<file path="src/rtl/ads1672_pkg.sv">
// rtl/ads1672_pkg.sv - shared types and constants for the ADS1672 transmit model
//
// Contents:
//   tx_state_e             transmit FSM states (IDLE, CONVERT, DRDY, SHIFT)
//   ADS1672_DATA_WIDTH     default sample width in bits
//   ADS1672_CONV_CYCLES    default conversion time in clk cycles
//   ADS1672_MSB_FIRST      serial bit order of the ADS1672 data port
//   ads1672_cnt_width()    counter width for a modulus, never less than 1
package ads1672_pkg;

    typedef enum logic [1:0] {
        ST_IDLE    = 2'd0,
        ST_CONVERT = 2'd1,
        ST_DRDY    = 2'd2,
        ST_SHIFT   = 2'd3
    } tx_state_e;

    localparam int ADS1672_DATA_WIDTH  = 24;
    localparam int ADS1672_CONV_CYCLES = 16;
    localparam bit ADS1672_MSB_FIRST   = 1'b1;

    function automatic int ads1672_cnt_width(input int n);
        return (n > 1) ? $clog2(n) : 1;
    endfunction

endpackage

</file>
<file path="src/rtl/ads1672_piso.sv">
// rtl/ads1672_piso.sv - parallel-load shift register with bit counter
//
// Ports:
//   clk, rst    clock, synchronous active-high reset
//   load        capture load_data, clear bit counter (wins over shift)
//   shift       advance one bit toward the output, zero fill
//   load_data   WIDTH-bit parallel word
//   msb         current output bit, taken straight from the register
//   last        the bit on msb is the final bit of the word
//
// After WIDTH shifts the register holds all zeros, so msb idles low
// without any extra gating.
module ads1672_piso
    import ads1672_pkg::*;
#(
    parameter int WIDTH = ADS1672_DATA_WIDTH
) (
    input  logic             clk,
    input  logic             rst,
    input  logic             load,
    input  logic             shift,
    input  logic [WIDTH-1:0] load_data,
    output logic             msb,
    output logic             last
);

    localparam int CNT_W = ads1672_cnt_width(WIDTH);

    logic [WIDTH-1:0] sr_q, sr_d;
    logic [CNT_W-1:0] cnt_q, cnt_d;

    always_comb begin
        sr_d  = sr_q;
        cnt_d = cnt_q;
        if (load) begin
            sr_d  = load_data;
            cnt_d = '0;
        end else if (shift) begin
            sr_d  = ADS1672_MSB_FIRST ? {sr_q[WIDTH-2:0], 1'b0} : {1'b0, sr_q[WIDTH-1:1]};
            cnt_d = (cnt_q == CNT_W'(WIDTH - 1)) ? '0 : cnt_q + 1'b1;
        end
    end

    always_ff @(posedge clk) begin
        if (rst) begin
            sr_q  <= '0;
            cnt_q <= '0;
        end else begin
            sr_q  <= sr_d;
            cnt_q <= cnt_d;
        end
    end

    assign msb  = ADS1672_MSB_FIRST ? sr_q[WIDTH-1] : sr_q[0];
    assign last = (cnt_q == CNT_W'(WIDTH - 1));

endmodule

</file>
<file path="config.mk">
export PLATFORM = sky130hd
export DESIGN_NAME = ads1672_piso
export DESIGN_NICKNAME = d
export VERILOG_FILES = /design/src/rtl/ads1672_pkg.sv /design/src/rtl/ads1672_piso.sv
export SDC_FILE = /design/constraint.sdc
export NUM_CORES = 1
export LEC_CHECK = 0
export BUFFER_PORTS_ARGS = -buffer_cell sky130_fd_sc_hd__clkbuf_2
export CAP_MARGIN = 20
export CORE_AREA = 2 2 52 66
export DETAILED_ROUTE_END_ITERATION = 12
export DIE_AREA = 0 0 54 68
export PLACE_DENSITY_LB_ADDON = 0.05
export SYNTH_ARGS = -nofsm -noshare
export SYNTH_HDL_FRONTEND = slang
export SYNTH_SLANG_ARGS = --single-unit
</file>
<file path="constraint.sdc">
create_clock -name clk -period 1.2 [get_ports clk]
set_input_delay 0.24 -clock clk [delete_from_list [all_inputs] [get_ports clk]]
set_output_delay 0.24 -clock clk [all_outputs]
set_load 0.02 [all_outputs]
</file>
==> results.tsv, run 1 <==
stage	metric	value	unit
cts	cts_root_buf	clkbuf_8	
die	io_pins	30	
grt	grt_start_max_net_pins	31	
logic_synthesis	ys_seq_area_share	42.8	%
cts	cts_buffers	5	
power_and_ir_drop	power.density	1200	nW/um^2
finish	areaGrowthSynthToFinish	27.7	%
logic_synthesis	post-synth-top-area-cell	dfxtp_1	
die	die_w	54	um
die	dieArea	3670	um^2
logic_synthesis	async_reset_ff_share	0	%
timing	rsz0062_at_grt	yes	
grt	grt_pass1_vias	1032	
drt	viasPerCell	4.99	
critical_path	crit_type	register to output port	
cts	cts-htree-levels	2	
cts	cts_tree	yes	
timing	relSlewSlack	82.4	%
finish	multi_input_area	766	um^2
power_and_ir_drop	p_leak	0.798	nW
grt	grt_util_all_layers	16.7	%
timing	whs	0.196	ns
grt	grt_pass1_wl	4440	um
flow_run	drv_cap	0	
power_and_ir_drop	vdd.ir_drop.worst	0.637	mV
logic_synthesis	avgSynthCellArea	10.5	um^2
logic_synthesis	ys_warn_count	0	
timing	finalCritPeriodShare	113	%
die	rows	23	
timing	layout_setup_ws	-0.156	ns
critical_path	cp.arrival	1.12	ns
logic_synthesis	synth_top_area_share	42.8	%
timing	fmax	0.737	GHz
cts	clock_latency	0.28	ns
logic_synthesis	ys_types	23	
placed_design	place_area	1600	um^2
logic_synthesis	synth_area	1360	um^2
drt	ant_nets	0	
timing	hold_viol	0	
die	initial_core_util	43.7	%
finish	design_area	1730	um^2
drt	wl_per_cell	12.8	um
outcome	status	complete, but fails checks	
grt	overflow	0	
drt	dr.pass1.iters	4	
finish	nNetsFinal	195	
drt	drc_errors	0	
die	dieHeight	68	um
critical_path	critPathCaptureType	output port	
critical_path	r2r-start	cnt_q[1]$_SDFFE_PP0P_	
critical_path	rr_worst_depth	5	
logic_synthesis	ys_ff_latch	29	
critical_path	r2r-end	cnt_q[3]$_SDFFE_PP0P_	
placed_design	post-dp-hpwl	1810	um
logic_synthesis	yosysMostFrequentCell	dfxtp_1	
timing	finClkSkew	0.00413	ns
finish	drive_gt1_share	44.9	%
power_and_ir_drop	finalPower	2.08	mW
critical_path	cp.required	0.96	ns
logic_synthesis	ys.flop_type	dfxtp_1	
logic_synthesis	syn-num-nets	158	
outcome	failed_checks	setup timing	
critical_path	crit_end	last	
logic_synthesis	synthTopCellsByCount	29 x dfxtp_1, 24 x mux2i_1, 24 x nor2_1, 23 x mux2_2	
logic_synthesis	synth_area_leaders	dfxtp_1 43%, mux2_2 19%, mux2i_1 18%	
min_path	holdPathStages	3	
die	coreArea	3110	um^2
drt	drt_iter0_drc	14	
cts	clkSinkCount	29	
grt	antenna_found_initial	0	
cts	clockBufferDepth	2	
cts	clk_pin_slew	0.06	ns
critical_path	regToRegSetupSlack	-0.09	ns
timing	min_period	1.36	ns
drt	via_count	1018	
critical_path	cp-start-kind	register	
cts	ctsHoldBuffers	0	
finish	final_util	55.8	%
timing	tightestPinTransition	0.261	ns
drt	wl	2610	um
finish	fill_cells	302	
finish	n_antenna_cell	0	
critical_path	critPathLaunch	cnt_q[1]$_SDFFE_PP0P_	
logic_synthesis	synth_cells	129	
finish	seq_area	584	um^2
min_path	hold_class	primary input to register	
timing	setup_viol	3	
critical_path	worstPathMaxFanout	2	
timing	maxSlewViolCount	0	
placed_design	gp_congestion	0.671	
placed_design	portBuffers	29	
logic_synthesis	synth-edff-count	0	
worst min-delay path by stage:
stage | start | slack, ns | end
2_1_floorplan | load_data[0] | 0.38 | sr_q[0]$_SDFFE_PP0P_
3_3_place_gp | load_data[21] | 0.47 | sr_q[21]$_SDFFE_PP0P_
3_5_place_dp | load_data[21] | 0.48 | sr_q[21]$_SDFFE_PP0P_
4_1_cts | load_data[8] | 0.19 | sr_q[8]$_SDFFE_PP0P_
5_1_grt | load_data[3] | 0.19 | sr_q[3]$_SDFFE_PP0P_
6_report | load_data[5] | 0.20 | sr_q[5]$_SDFFE_PP0P_
critical path: stages (launching register included):
cell and delay [ns]:
dfxtp_2 0.36, ha_4 0.13, and4b_1 0.20, clkbuf_8 0.15
timing repair:
action,CTS,global route
setup endpoints to repair,2,4
buffers inserted,1,0
endpoints found under the hold margin,0,0
gates resized for setup,6,5
pin swaps,4,3
report_power, final:
group | switching (mW) | leakage (nW) | total (mW) | internal (mW)
Combinational | 0.123 | 0.518 | 0.288 | 0.165
Sequential | 0.0249 | 0.240 | 1.04 | 1.02
Clock | 0.343 | 0.0395 | 0.754 | 0.411
metal layers:
| layer | global-route usage [%] | wire [um] | up-vias |
|---|---|---|---|
| met5 | 0 | 0 | - |
| met4 | 7.50 | 25 | 0 |
| met3 | 5.90 | 124 | 4 |
| met2 | 26.8 | 1260 | 23 |
| met1 | 19.6 | 1200 | 465 |
| li1 | - | - | 526 |
registers in the layout (all words and copies together) (netlist names):
name / flops
cnt_q: 5
sr_q: 24
logic make-up after synthesis:
logic type               Yosys count  share of synthesized area (%)
AO/OA/AOI/OAI                      4                           2.49
XOR/XNOR                           2                           1.29
adder cells (fa/ha/maj)            1                          0.922
buffers and inverters              9                           3.41
flip-flops                        29                           42.8
multiplexers                      47                           36.8
AND/OR/NAND/NOR                   37                           12.4
cell type report:
type | count | share of cell area, %
flip-flops and latches | 29 | 33.7
repair buffers | 39 | 14.9
well taps | 37 | 2.67
clock buffers | 8 | 4.62
multi-input cells | 91 | 44.2
cell usage in the layout (no fill, tap or decap):
cell type  netlist  final
clkbuf_2         0     28
dfxtp_1         29     26
mux2i_1         24     24
nor2_1          24     24
mux2_2          23     23
buf_4            0      7
clkbuf_8         0      6
nand2_1          3      3
clkbuf_1         4      3
dfxtp_2          0      3
nor3b_1          2      2
a211oi_2         1      2
nor3_1           2      2
buf_12           0      2
and4b_1          1      1
a21oi_1          1      1
and3_4           0      1
nand4_1          1      1
a211o_1          1      1
xor2_1           1      1
nand3_4          0      1
xnor2_1          1      1
nor4_1           1      1
nand3b_1         1      1
ha_4             0      1
buf_6            1      1
per-stage QoR:
stage | cells | TNS [ns] | setup WS [ns]
after floorplan | 129 | 0 | 0.00208
after global placement | 195 | 0 | 0.00673
after detailed placement | 195 | -0.0364 | -0.0364
after CTS | 204 | -0.269 | -0.146
after global routing | 204 | -0.417 | -0.184
final | 204 | -0.262 | -0.156
Note: power is estimated with default switching activity, not from simulation.
==> run 2: changes to the inputs <==
--- a/config.mk
+++ b/config.mk
@@ -5,11 +5,11 @@
 export SDC_FILE = /design/constraint.sdc
 export NUM_CORES = 1
 export LEC_CHECK = 0
-export BUFFER_PORTS_ARGS = -buffer_cell sky130_fd_sc_hd__clkbuf_2
 export CAP_MARGIN = 20
-export CORE_AREA = 2 2 52 66
+export CORE_AREA = 2 2 64 81
 export DETAILED_ROUTE_END_ITERATION = 12
-export DIE_AREA = 0 0 54 68
+export DIE_AREA = 0 0 66 83
+export DONT_BUFFER_PORTS = 1
 export PLACE_DENSITY_LB_ADDON = 0.05
 export SYNTH_ARGS = -nofsm -noshare
 export SYNTH_HDL_FRONTEND = slang
==> constraint.sdc (replaced) <==
create_clock -name clk -period 1.5 [get_ports clk]
set_input_delay 0.3 -clock clk [delete_from_list [all_inputs] [get_ports clk]]
set_output_delay 0.3 -clock clk [all_outputs]
set_load 0.02 [all_outputs]
==> run 2 against run 1 <==
  * The run now ends clean
  * Final cell count down 7.8%
  * Combinational power shrank 58%
  * Sequential power decreased by 20%
  * Sequential cell count unchanged
==> results.tsv, run 2 (synthesis results as in run 1) <==
stage	metric	value	unit	change
outcome	status	finished, final reports clean		was complete, but fails checks
grt	antenna_found_initial	0		unchanged
finish	final_common_cell	dfxtp_1		was clkbuf_2
timing	relSlewSlack	85.2	%	was 82.4%
drt	drt_iter0_drc	21		was 14
placed_design	post-place-ws	0.195	ns	was -0.0364 ns
cts	cts_setup_buffers	0		was 1
grt	grt_pass1_vias	977		was 1032
critical_path	cp-start-kind	register		unchanged
min_path	hold_class	primary input to register		unchanged
grt	grt_util_all_layers	10.8	%	was 16.7%
critical_path	cp_num_buf_inv	0		was 1
power_and_ir_drop	p_leak	0.628	nW	was 0.798 nW
critical_path	rr_worst_depth	4		was 5
die	io_pins	30		unchanged
cts	cts-htree-levels	2		unchanged
die	coreArea	4690	um^2	was 3110 um^2
critical_path	worstPathMaxFanout	4		was 2
die	dieHeight	83	um	was 68 um
critical_path	crit_type	register to output port		unchanged
drt	wl	2530	um	was 2610 um
critical_path	regToRegSetupSlack	0.26	ns	was -0.09 ns
critical_path	max_stage_delay	0.39	ns	was 0.36 ns
min_path	min_to	cnt_q[3]$_SDFFE_PP0P_		was sr_q[5]$_SDFFE_PP0P_
finish	top_register	sr_q		unchanged
die	initial_core_util	28.9	%	was 43.7%
finish	n_antenna_cell	0		unchanged
finish	final_cells	188		was 204
drt	wl_per_cell	13.5	um	was 12.8 um
cts	clk_pin_slew	0.06	ns	about the same
grt	overflow	0		unchanged
finish	largest_reg_flops	24		unchanged
finish	final_cell_mix	28 x dfxtp_1, 24 x mux2i_1, 24 x nor2_1		was 28 x clkbuf_2, 26 x dfxtp_1, 24 x mux2i_1, 24 x nor2_1, 23 x mux2_2
min_path	hp-start	rst		was load_data[5]
finish	nNetsFinal	156		was 195
critical_path	cp.required	1.20	ns	was 0.96 ns
critical_path	crit_cells	2		was 3
critical_path	cpLargestDelayFamily	flip-flops		unchanged
timing	min_period	1.41	ns	
finish	areaGrowthSynthToFinish	10.7	%	was 27.7%
critical_path	r2r-start	cnt_q[1]$_SDFFE_PP0P_		unchanged
die	dieArea	5480	um^2	was 3670 um^2
timing	setup_viol	0		was 3
placed_design	place_area	1390	um^2	was 1600 um^2
timing	finClkSkew	0.00324	ns	was 0.00413 ns
cts	cts_buffers	5		unchanged
drt	viasPerCell	4.86		was 4.99
drt	ant_nets	0		unchanged
placed_design	gp_congestion	0.579		was 0.671
timing	fmax	0.710	GHz	
grt	grt_start_max_net_pins	31		unchanged
cts	clock_latency	0.27	ns	was 0.28 ns
power_and_ir_drop	power.density	1100	nW/um^2	was 1200 nW/um^2
critical_path	crit_path_top_delay_cell	dfxtp_1		was dfxtp_2
critical_path	r2r-end	cnt_q[3]$_SDFFE_PP0P_		unchanged
drt	drc_errors	0		unchanged
finish	fill_cells	509		was 302
critical_path	cp_cell_sequence	ha_4 -> and4b_2		was ha_4 -> and4b_1 -> clkbuf_8
finish	design_area	1500	um^2	was 1730 um^2
timing	maxSlewViolCount	0		unchanged
timing	hold_viol	0		unchanged
die	rows	28		was 23
flow_run	drv_cap	0		unchanged
die	die_w	66	um	was 54 um
placed_design	post-place-cells	180		was 195
critical_path	critPathCaptureType	output port		unchanged
finish	drive_gt1_share	27.3	%	was 44.9%
timing	rsz0062_at_grt	no		was yes
timing	final.setup.tns	0	ns	was -0.262 ns
placed_design	post-dp-hpwl	1640	um	was 1810 um
timing	tightestPinTransition	0.222	ns	was 0.261 ns
cts	cts_root_buf	clkbuf_8		unchanged
finish	top_regs	sr_q x24, cnt_q x5		unchanged
timing	whs	0.0818	ns	was 0.196 ns
timing	finalCritPeriodShare	94.0	%	
placed_design	portBuffers	0		was 29
grt	grt_pass1_wl	4500	um	was 4440 um
min_path	holdPathStages	1		was 3
power_and_ir_drop	vdd.ir_drop.worst	0.437	mV	was 0.637 mV
drt	via_count	914		was 1018
cts	clockBufferDepth	2		unchanged
cts	cts_tree	yes		unchanged
timing	layout_setup_ws	0.0907	ns	was -0.156 ns
critical_path	cp.arrival	1.11	ns	was 1.12 ns
cts	clkSinkCount	29		unchanged
drt	dr.pass1.iters	4		unchanged
-- run 2: cell types whose count changed in the layout (fill, tap and decap cells not counted), moves of 2 or more --
cell and change:
clkbuf_2 -28, buf_4 -7, clkbuf_1 -3, buf_12 -2, dfxtp_1 +2, dfxtp_2 -2
-- run 2: routing by layer --
| layer | vias up | wire length (um) | GRT usage [%] |
|---|---|---|---|
| li1 | 449 | - | - |
| met1 | 436 | 1060 | 12.3 |
| met2 | 23 | 1260 | 16.8 |
| met3 | 6 | 157 | 5.15 |
| met4 | 0 | 50 | 5.01 |
| met5 | - | 0 | 0 |
-- run 2: cell type report --
class	instances	area, um^2	area share (%)
tap	60	75.1	5.00
clock inverter	1	5.00	0.333
clock buffer	7	96.3	6.41
multi-input combinational	91	744	49.5
sequential	29	582	38.7
-- run 2: repair_timing --
action / 4_1_cts / 5_1_grt
hold endpoints to repair: 0 / 0
endpoints found under the setup margin: 1 / 1
hold buffers: 0 / 0
resized for setup: 1 / 3
-- run 2: worst max-delay path by stage --
stage	slack, ns	startpoint	endpoint
5_1_grt	0.03	cnt_q[1]$_SDFFE_PP0P_	last
2_1_floorplan	0.26	cnt_q[0]$_SDFFE_PP0P_	cnt_q[3]$_SDFFE_PP0P_
3_3_place_gp	0.22	cnt_q[0]$_SDFFE_PP0P_	cnt_q[3]$_SDFFE_PP0P_
4_1_cts	0.01	cnt_q[0]$_SDFFE_PP0P_	last
6_report	0.09	cnt_q[1]$_SDFFE_PP0P_	last
3_5_place_dp	0.19	cnt_q[0]$_SDFFE_PP0P_	cnt_q[3]$_SDFFE_PP0P_
-- run 2: report_power, final --
group	total, mW	switching [mW]	internal, mW	leakage (nW)
clock network	0.699	0.285	0.414	0.0542
logic	0.122	0.0335	0.0886	0.335
registers	0.836	0.0227	0.814	0.239
total	1.66	0.341	1.32	0.628
-- run 2: through the flow --
| step | util, % | power [mW] |
|---|---|---|
| 2_1_floorplan | - | 0.999 |
| 3_3_place_gp | 29.5 | 0.971 |
| 3_5_place_dp | 29.5 | 0.975 |
| 4_1_cts | 31.7 | 1.70 |
| 5_1_grt | 32.0 | 1.75 |
| 6_report | 32.0 | 1.66 |
-- run 2: worst register-to-register path, delay by kind of cell, from the launching register on --
kind | cells | cell delay, ns
compound gates | 2 | 0.46
fa+ha+maj | 1 | 0.17
flops | 1 | 0.34
simple gates | 1 | 0.19
